## config.mk

```make
export PLATFORM = sky130hd
export DESIGN_NAME = iobuf_seq
export DESIGN_NICKNAME = d
export VERILOG_FILES = /design/src/rtl/iobuf_pkg.sv /design/src/rtl/iobuf_seq_timer.sv /design/src/rtl/iobuf_seq.sv
export SDC_FILE = /design/constraint.sdc
export NUM_CORES = 1
export LEC_CHECK = 0
export CAP_MARGIN = 20
export CORE_MARGIN = 5
export CORE_UTILIZATION = 50
export DETAILED_ROUTE_END_ITERATION = 16
export GPL_TIMING_DRIVEN = 0
export PLACE_DENSITY_LB_ADDON = 0.15
export SKIP_CTS_REPAIR_TIMING = 1
export SLEW_MARGIN = 20
export SYNTH_ARGS = -nofsm -noshare
export SYNTH_HDL_FRONTEND = slang
export SYNTH_SLANG_ARGS = --single-unit
```

## constraint.sdc

```tcl
create_clock -name clk -period 3.3 [get_ports clk]
set_input_delay 0.495 -clock clk [delete_from_list [all_inputs] [get_ports clk]]
set_output_delay 0.495 -clock clk [all_outputs]
set_load 0.01 [all_outputs]
```

## src/rtl/iobuf_pkg.sv

```systemverilog
// Shared types and constants for the GPIO pad power/hold sequencer.
package iobuf_pkg;

    typedef enum logic [2:0] {
        ST_OFF     = 3'd0,
        ST_PWRWAIT = 3'd1,
        ST_ENABLE  = 3'd2,
        ST_RUN     = 3'd3,
        ST_HOLD    = 3'd4,
        ST_APPLY   = 3'd5
    } state_t;

    // Bit positions inside a pad cfg byte; ds occupies bits 7:4.
    localparam int CFG_PULL_EN = 0;
    localparam int CFG_PULL_UP = 1;
    localparam int CFG_SLEW    = 2;
    localparam int CFG_SCHMITT = 3;
    localparam int CFG_DS_LSB  = 4;

endpackage

```

## src/rtl/iobuf_seq_timer.sv

```systemverilog
// Loadable down-counter that stops at zero; done is high while the count is zero.
module iobuf_seq_timer #(
    parameter int W = 4
) (
    input  logic         clk,
    input  logic         nreset,
    input  logic         load,
    input  logic [W-1:0] load_val,
    output logic         done
);

    logic [W-1:0] cnt;

    // Load on request, otherwise count down and hold at zero.
    always_ff @(posedge clk or negedge nreset) begin
        if (!nreset) begin
            cnt <= '0;
        end else if (load) begin
            cnt <= load_val;
        end else if (cnt != '0) begin
            cnt <= cnt - 1'b1;
        end
    end

    assign done = (cnt == '0);

endmodule

```

## src/rtl/iobuf_seq.sv

```systemverilog
// Power-up / hold sequencer for a bank of GPIO pads with per-pad cfg writes.
//
// state   | meaning
// --------+-----------------------------------------------------------
// OFF     | supplies not good: ENABLE_H low, all pads held
// PWRWAIT | supplies good, waiting PWR_WAIT+1 cycles
// ENABLE  | ENABLE_H high, pads still held for HOLD_WAIT cycles
// RUN     | pads operational, cfg write requests accepted
// HOLD    | target pad held for HOLD_WAIT cycles before its cfg changes
// APPLY   | new cfg byte visible, pad still held for one more cycle
module iobuf_seq
    import iobuf_pkg::*;
#(
    parameter int         NPADS     = 8,
    parameter int         PWR_WAIT  = 16,
    parameter int         HOLD_WAIT = 4,
    parameter logic [7:0] CFG_RST   = 8'h00,
    localparam int        PW        = (NPADS < 2) ? 1 : $clog2(NPADS)
) (
    input  logic                 clk,
    input  logic                 nreset,
    input  logic                 por_ok,
    input  logic                 req_valid,
    output logic                 req_ready,
    input  logic [PW-1:0]        req_pad,
    input  logic [7:0]           req_cfg,
    output logic                 enable_h,
    output logic [NPADS-1:0]     hld_h_n,
    output logic [NPADS*8-1:0]   cfg,
    output logic                 ready,
    output logic                 err
);

    localparam int TMAX = (PWR_WAIT > HOLD_WAIT) ? PWR_WAIT : HOLD_WAIT;
    localparam int TW   = (TMAX < 2) ? 1 : $clog2(TMAX + 1);
    localparam logic [PW:0] PAD_LIMIT = NPADS[PW:0];

    state_t           state;
    state_t           next_state;
    logic             run_en;
    logic [PW-1:0]    pad_q;
    logic [7:0]       byte_q;
    logic             pad_ok;
    logic [PW-1:0]    pad_sel;
    logic             tmr_load;
    logic [TW-1:0]    tmr_val;
    logic             tmr_done;
    logic             enable_d;
    logic [NPADS-1:0] hld_d;
    logic             err_d;

    assign pad_ok    = ({1'b0, req_pad} < PAD_LIMIT);
    assign req_ready = (state == ST_RUN);
    // While in RUN the pad about to be held is the one being requested.
    assign pad_sel   = (state == ST_RUN) ? req_pad : pad_q;

    iobuf_seq_timer #(.W(TW)) u_timer (
        .clk      (clk),
        .nreset   (nreset),
        .load     (tmr_load),
        .load_val (tmr_val),
        .done     (tmr_done)
    );

    // Reset release is only acted on one edge later, keeping the FSM in OFF.
    always_ff @(posedge clk or negedge nreset) begin
        if (!nreset) begin
            run_en <= 1'b0;
        end else begin
            run_en <= 1'b1;
        end
    end

    // Next-state decode plus the values the registered outputs take with it.
    always_comb begin
        next_state = state;
        tmr_load   = 1'b0;
        tmr_val    = TW'(HOLD_WAIT - 1);
        enable_d   = 1'b0;
        hld_d      = '0;
        err_d      = 1'b0;

        if (!run_en) begin
            next_state = ST_OFF;
        end else if (state != ST_OFF && !por_ok) begin
            next_state = ST_OFF;
        end else begin
            case (state)
                ST_OFF:     if (por_ok) next_state = ST_PWRWAIT;
                ST_PWRWAIT: if (tmr_done) next_state = ST_ENABLE;
                ST_ENABLE:  if (tmr_done) next_state = ST_RUN;
                ST_RUN: begin
                    if (req_valid) begin
                        if (pad_ok) next_state = ST_HOLD;
                        else        err_d = 1'b1;
                    end
                end
                ST_HOLD:    if (tmr_done) next_state = ST_APPLY;
                ST_APPLY:   next_state = ST_RUN;
                default:    next_state = ST_OFF;
            endcase
        end

        if (next_state != state) begin
            tmr_load = 1'b1;
            if (next_state == ST_PWRWAIT) tmr_val = TW'(PWR_WAIT);
        end

        case (next_state)
            ST_ENABLE: enable_d = 1'b1;
            ST_RUN: begin
                enable_d = 1'b1;
                hld_d    = '1;
            end
            ST_HOLD, ST_APPLY: begin
                enable_d = 1'b1;
                for (int p = 0; p < NPADS; p++) hld_d[p] = (PW'(p) != pad_sel);
            end
            default: ;
        endcase
    end

    // State and registered outputs.
    always_ff @(posedge clk or negedge nreset) begin
        if (!nreset) begin
            state    <= ST_OFF;
            enable_h <= 1'b0;
            hld_h_n  <= '0;
            ready    <= 1'b0;
            err      <= 1'b0;
        end else begin
            state    <= next_state;
            enable_h <= enable_d;
            hld_h_n  <= hld_d;
            ready    <= (next_state == ST_RUN);
            err      <= err_d;
        end
    end

    // Capture an accepted request; the byte only reaches cfg on entering APPLY.
    always_ff @(posedge clk or negedge nreset) begin
        if (!nreset) begin
            pad_q  <= '0;
            byte_q <= '0;
        end else if (state == ST_RUN && next_state == ST_HOLD) begin
            pad_q  <= req_pad;
            byte_q <= req_cfg;
        end
    end

    // Per-pad cfg bytes, updated only after the full hold interval.
    always_ff @(posedge clk or negedge nreset) begin
        if (!nreset) begin
            cfg <= {NPADS{CFG_RST}};
        end else if (state == ST_HOLD && next_state == ST_APPLY) begin
            for (int p = 0; p < NPADS; p++) begin
                if (PW'(p) == pad_q) cfg[p*8 +: 8] <= byte_q;
            end
        end
    end

endmodule

```

# After elaboration in Yosys (flattened, before gate mapping)
# Cells that the tools add are included.
[word_totals]
regBits = 94
input_bits = 15
output_inout_bits = 76
wordCells = 79
[classes]
addsub = 1
n_eq_ne = 25
muxes = 16
reduce_logical = 21
[ops]
columns = ["op", "count"]
rows = [
  ["$mux 3", 8],
  ["$mux 5", 4],
  ["$pmux 3 s6", 1],
  ["$pmux 8 s2", 1],
  ["$reduce_and 2->1", 8],
  ["$eq 3x2->1 const B", 4],
  ["$eq 3x3->1 const A", 4],
  ["$eq 3x3->1 const B", 4],
  ["$ne 3x3->1 const A", 4],
  ["$eq 2x3->1 const A", 2],
  ["$eq 3x1->1 const B", 2],
  ["$logic_not 3->1", 2],
  ["$ne 2x3->1 const A", 2],
  ["$reduce_bool 3->1", 2],
  ["$logic_not 5->1", 1],
  ["$reduce_bool 5->1", 1],
  ["$sub 5x1->5 const B", 1],
  ["$reduce_or 4->1", 1],
  ["$eq 1x3->1 const A", 1],
  ["$logic_and 1x1->1", 3],
  ["$ne 1x3->1 const A", 1],
  ["$ne 3x3->1", 1],
  ["$mux 1", 2],
  ["$reduce_bool 2->1", 1],
  ["other kinds (2)", 2],
]

# Logic depth before layout (Yosys ltp)
[depth]
ltp_word = 9
mapped_depth = 8
mapped_depth_nobuf = 7

# Hierarchy
# Synthesis repeated with hierarchy kept, for this count alone.
[unflattened]
cells_unflattened = 283
hier_area_um2 = 3987.6
[by_module_without_submodules]
columns = ["mod", "n_inst", "cells_each", "area_per_inst_um2", "seq_area_each_um2"]
rows = [
  ["iobuf_seq", 1, 256, 3708.6, 2227.1],
  ["iobuf_seq_timer", 1, 27, 279.0, 125.1],
]

# Worst setup path before layout
# Ideal clock, no wire load.
[synth_path]
path_kind = "register to register"
start = "register u_timer.cnt[0]"
end = "register cfg[24]"
setup_ns = 0.125
arrival_time_ns = 2.325
t_required_ns = 3.175
slack_ns = 0.850
stages_incl_launch_ff = 9
path_buffers = 1
synth_period_minus_slack_ns = 2.450
path_cell_list = "dfrtp_1 > inv_1 > ha_1 > or4b_4 > nor2_4 > o21ai_4 > or4_1 > buf_6 > mux2_4"
[synth_between]
elab_chain_len = 8
word_cells_on_any_way = 10
cone_classes = "1 x eq/ne; 6 x mux; 3 x reduce/logical"
[synth_rtl]
columns = ["element", "line_no", "rtl"]
rows = [
  ["start: declaration", "iobuf_seq_timer.sv:12", "logic [W-1:0] cnt;"],
  ["start signal: assignment", "iobuf_seq_timer.sv:19", "cnt <= load_val;"],
  ["start signal: assignment", "iobuf_seq_timer.sv:21", "cnt <= cnt - 1'b1;"],
  ["$logic_not 5->1 (*)", "iobuf_seq_timer.sv:25", "assign done = (cnt == '0);"],
  ["$mux 3 (on tied branches)", "iobuf_seq.sv:98, iobuf_seq.sv:90, iobuf_seq.sv:91", ""],
  ["$pmux 3 s6 (*)", "iobuf_seq.sv:88", "case (state)"],
  ["$mux 3 (*)", "iobuf_seq.sv:85", "end else if (state != ST_OFF && !por_ok) begin"],
  ["$mux 3 (*)", "iobuf_seq.sv:83", "if (!run_en) begin"],
  ["$eq 3x3->1 (*)", "iobuf_seq.sv:155", "end else if (state == ST_HOLD && next_state == ST_APPLY) begin"],
  ["$logic_and 1x1->1 (*)", "iobuf_seq.sv:155", ""],
  ["$reduce_and 2->1 (no source line) (*)", "n/a", ""],
  ["end signal: assignment", "iobuf_seq.sv:154", "cfg <= {NPADS{CFG_RST}};"],
  ["end signal: indexed assignment", "iobuf_seq.sv:157", "if (PW'(p) == pad_q) cfg[p*8 +: 8] <= byte_q;"],
  ["end: declaration", "iobuf_seq.sv:29", "output logic [NPADS*8-1:0] cfg,"],
]
# Mark *: on every way between the ends. The rest lies on a longest branch, timed or not.
# A chain may end at the register's enable or synchronous reset.

# Worst setup path in the final report
[layout_path]
start = "register u_timer.cnt[0]"
end = "register u_timer.cnt[4]"
[layout_between]
elab_chain_len = 9
word_cells_on_any_way = 17
cone_classes = "1 x add/sub; 2 x eq/ne; 11 x mux; 3 x reduce/logical"
[layout_rtl]
columns = ["element", "line_no", "rtl"]
rows = [
  ["$logic_not 5->1", "iobuf_seq_timer.sv:25", ""],
  ["$mux 3 (on tied branches)", "iobuf_seq.sv:98, iobuf_seq.sv:90, iobuf_seq.sv:91", ""],
  ["$pmux 3 s6", "iobuf_seq.sv:88", ""],
  ["$mux 3", "iobuf_seq.sv:85", ""],
  ["$mux 3", "iobuf_seq.sv:83", ""],
  ["$eq 3x1->1", "iobuf_seq.sv:106", "if (next_state == ST_PWRWAIT) tmr_val = TW'(PWR_WAIT);"],
  ["$mux 5", "iobuf_seq.sv:106", ""],
  ["$mux 5", "iobuf_seq.sv:104", "if (next_state != state) begin"],
  ["$mux 5", "iobuf_seq_timer.sv:18", "end else if (load) begin"],
]
# Several ways; a longest one is shown, not always the timed one. The select of a mux whose other input is x is not followed.

==> reports/metrics.csv <==
stage;metric;value;unit
timing;unrepaired setup endpoints after global routing;no;
timing;post-route setup TNS;0;ps
logic_synthesis;synthesized cell area;4130;um2
timing;Worst Tran Pin Value;681;ps
grt;grt ovf;0;
timing;relative slew slack;54.2;%
timing;Finish-stage setup viols;0;
finish;commonest non-fill, non-tap cell in the layout;dfrtp_1;
logic_synthesis;Synth Net Count;310;
finish;ant diodes;0;
routing;DRT Wirelength;8.65;mm
clock_network;Clock Latency Late Sink;340;ps
floorplan;die width;101;um
routing;number of routed nets with antenna violations;0;
worst_hold_path;Hold Path Class;in -> async;
worst_setup_path;crit start category;flop;
finish;fillers;644;
floorplan;Core ar.;8130;um2
timing;Tcrit/Tclk final;81.8;%
place;RePlAce Congestion;0.779;
grt;GRT Total Usage;18.0;%
floorplan;site row count;33;
place;DP Cell Count;488;
clock_network;TritonCTS clock tree;built;
logic_synthesis;Syn. warnings;0;
finish;area of the multi-input gates;1650;um2
logic_synthesis;Netlist cell types;49;
clock_network;CTS clk-pin slew, worst paths;90;ps
pwr;clock network power share;34.9;%
pwr;pwr dens;455;nW/um2
finish;filler-free cell count of the finished design;504;
clock_network;total CTS buffers;9;
logic_synthesis;Cells after Synth;293;
pwr;Power Internal;1.84;mW
finish;nets;411;
pwr;Pleak;2.62;nW
place;PortBufs;89;
pwr;Reg power frac;50.8;%
timing;Final min period;2700;ps
place;Place WS;366;ps
timing;Slew Limit Fails;0;
routing;Avg WL per Cell;17.2;um
timing;Final Hold Fails;0;
clock_network;clock root buffer;clkbuf_8;
timing;final worst setup slack;602;ps
grt;initial antenna violation count;0;
timing;hold slack;11.0;ps
routing;DRT iter0 DRCs;76;
grt;first-pass GRT wire length;14.4;mm
floorplan;die area;10200;um2
finish;Layout Area Growth over Synthesis;31.1;%
routing;# DRC;0;
grt;vias in the first global route;2780;
pwr;maximum vdd drop;0.253;mV
finish;ratio of cells with drive above 1 in the final layout;28.3;%
logic_synthesis;syn_area_per_cell;14.1;um2
clock_network;Max clock buf depth;2;
logic_synthesis;FFs w/ async S/R, synth;100;%
logic_synthesis;flops & latches, synth;94;
clock_network;CTS Sinks;94;
finish;Seq. cell area;2350;um2
timing;Worst Skew;11.9;ps
worst_setup_path;path type of the worst setup path;reg -> reg;
finish;most frequent cells in the layout;dfrtp_1, clkdlybuf4s50_1, mux2_2, nand2_1, mux2_4;
grt;largest net degree at the start of global routing;65;
logic_synthesis;Main synth FF type;dfrtp_1;
run_status;status;finished, final reports clean;
pwr;Comb pwr share;14.3;%
pwr;Psw;631;uW
floorplan;initial core utilization;50.8;%
worst_setup_path;worst-path maximum fanout;8;
floorplan;Die Span Y;101;um
routing;DR vias;2621;
routing;Vias/cell;5.20;
flow_run;Max-cap violations;0;
place;hpwl dp;6.22;mm
pwr;switching share of power;25.6;%
worst_setup_path;required time of the worst setup path;3540;ps
logic_synthesis;Post-synth EDFFs;0;
finish;cell area after layout;5420;um2
timing;Max Clock Freq;0.371;GHz
floorplan;I/O Pins;91;
place;Placed Area;5180;um2
clock_network;H-tree depth;3;
worst_setup_path;CP Capture Type;flop;
routing;drt first pass iters;4;
logic_synthesis;sequential area share after synthesis;56.9;%
worst_setup_path;Crit path arrival time;2940;ps
## final timing paths
kind / startpoint / slack [ps] / depth (start not counted) / to
worst min register to register: cfg[0] / 510 / 1 / cfg[0]
max in group asynchronous: nreset / 2670 / 2 / state[0]
worst max-delay path: u_timer.cnt[0] / 600 / 7 / u_timer.cnt[4]
min in group clk: cfg[0] / 510 / 1 / cfg[0]
worst min-delay path: nreset / 10 / 1 / u_timer.cnt[2]
worst max register to register: u_timer.cnt[0] / 600 / 7 / u_timer.cnt[4]
## metal layers
metal,routed length [um],vias to the layer above,track usage (%)
li1,-,1243,-
met1,3700,1319,23.9
met2,4420,53,29.6
met3,463,6,4.43
met4,63,0,4.81
met5,0,-,0
## cells in the mapped netlist (2+ instances only)
cell type / instances / area (um2)
nor2_1: 12 / 45.0
nor4_4: 4 / 85.1
buf_6: 2 / 22.5
a221oi_2: 2 / 30.0
nor3b_1: 2 / 15.0
o211ai_1: 2 / 15.0
o21ai_1: 2 / 10.0
nor4b_4: 2 / 47.6
xor2_1: 2 / 17.5
inv_1: 7 / 26.3
nor3_1: 3 / 15.0
mux2i_1: 3 / 30.0
and3b_1: 2 / 17.5
a21oi_1: 4 / 20.0
conb_1: 2 / 7.51
mux2_2: 59 / 664
dfrtp_1: 94 / 2350
ha_1: 2 / 25.0
o21ai_0: 14 / 70.1
clkbuf_1: 2 / 7.51
nand2_1: 19 / 71.3
mux2_4: 16 / 240
clkbuf_8: 4 / 55.1
or3_1: 2 / 12.5
a31oi_1: 4 / 25.0
or4_1: 2 / 15.0
xnor2_1: 2 / 17.5
## flip-flops by register name (all words and copies together), names as in the netlist
signal / cells
cfg: 64
byte_q: 8
hld_h_n: 8
u_timer.cnt: 5
pad_q: 3
state: 3
enable_h: 1
ready: 1
run_en: 1
## power by group through the flow
stage	clock network (mW)	logic, mW	registers [mW]
after global placement	0	0.341	1.28
final	0.862	0.352	1.25
after global routing	0.928	0.396	1.26
after floorplan	0	0.253	1.26
after detailed placement	0	0.356	1.28
after CTS	0.885	0.358	1.25
## final cells by class
type                    count  share of cell area (%)
well taps                 105                    2.42
inverters                   8                   0.554
flip-flops and latches     94                    43.4
repair buffers             90                    17.0
plain buffers              10                    1.80
multi-input cells         181                    30.5
clock buffers              12                    2.86
clock inverters             4                    1.43
## cell families (layout without fill, tap and decap cells)
group	Yosys count	after routing	synth area share, %
AOI/OAI and AO/OA	35	35	5.63
buffers and inverters	18	124	3.09
adders and majority gates	2	2	0.605
xor gates and xnor gates	4	4	0.848
muxes	78	78	22.6
other	2	2	0.182
and+or+nand+nor	60	60	10.1
DFF	94	94	56.9
## per-stage QoR
stage	total power [mW]	utilization, %
2_1_floorplan	1.52	-
3_3_place_gp	1.62	63.4
3_5_place_dp	1.63	63.7
4_1_cts	2.50	66.6
5_1_grt	2.59	66.6
6_report	2.47	66.6
## worst max-delay path, cell delays in order, from the launching register on
cell and delay (ps):
dfrtp_1 380, inv_1 120, ha_1 200, nor4b_4 470, a221oi_2 160, or3_1 390, a221oi_2 500, mux2_2 390
No activity file was read; power rests on OpenSTA's default activity.
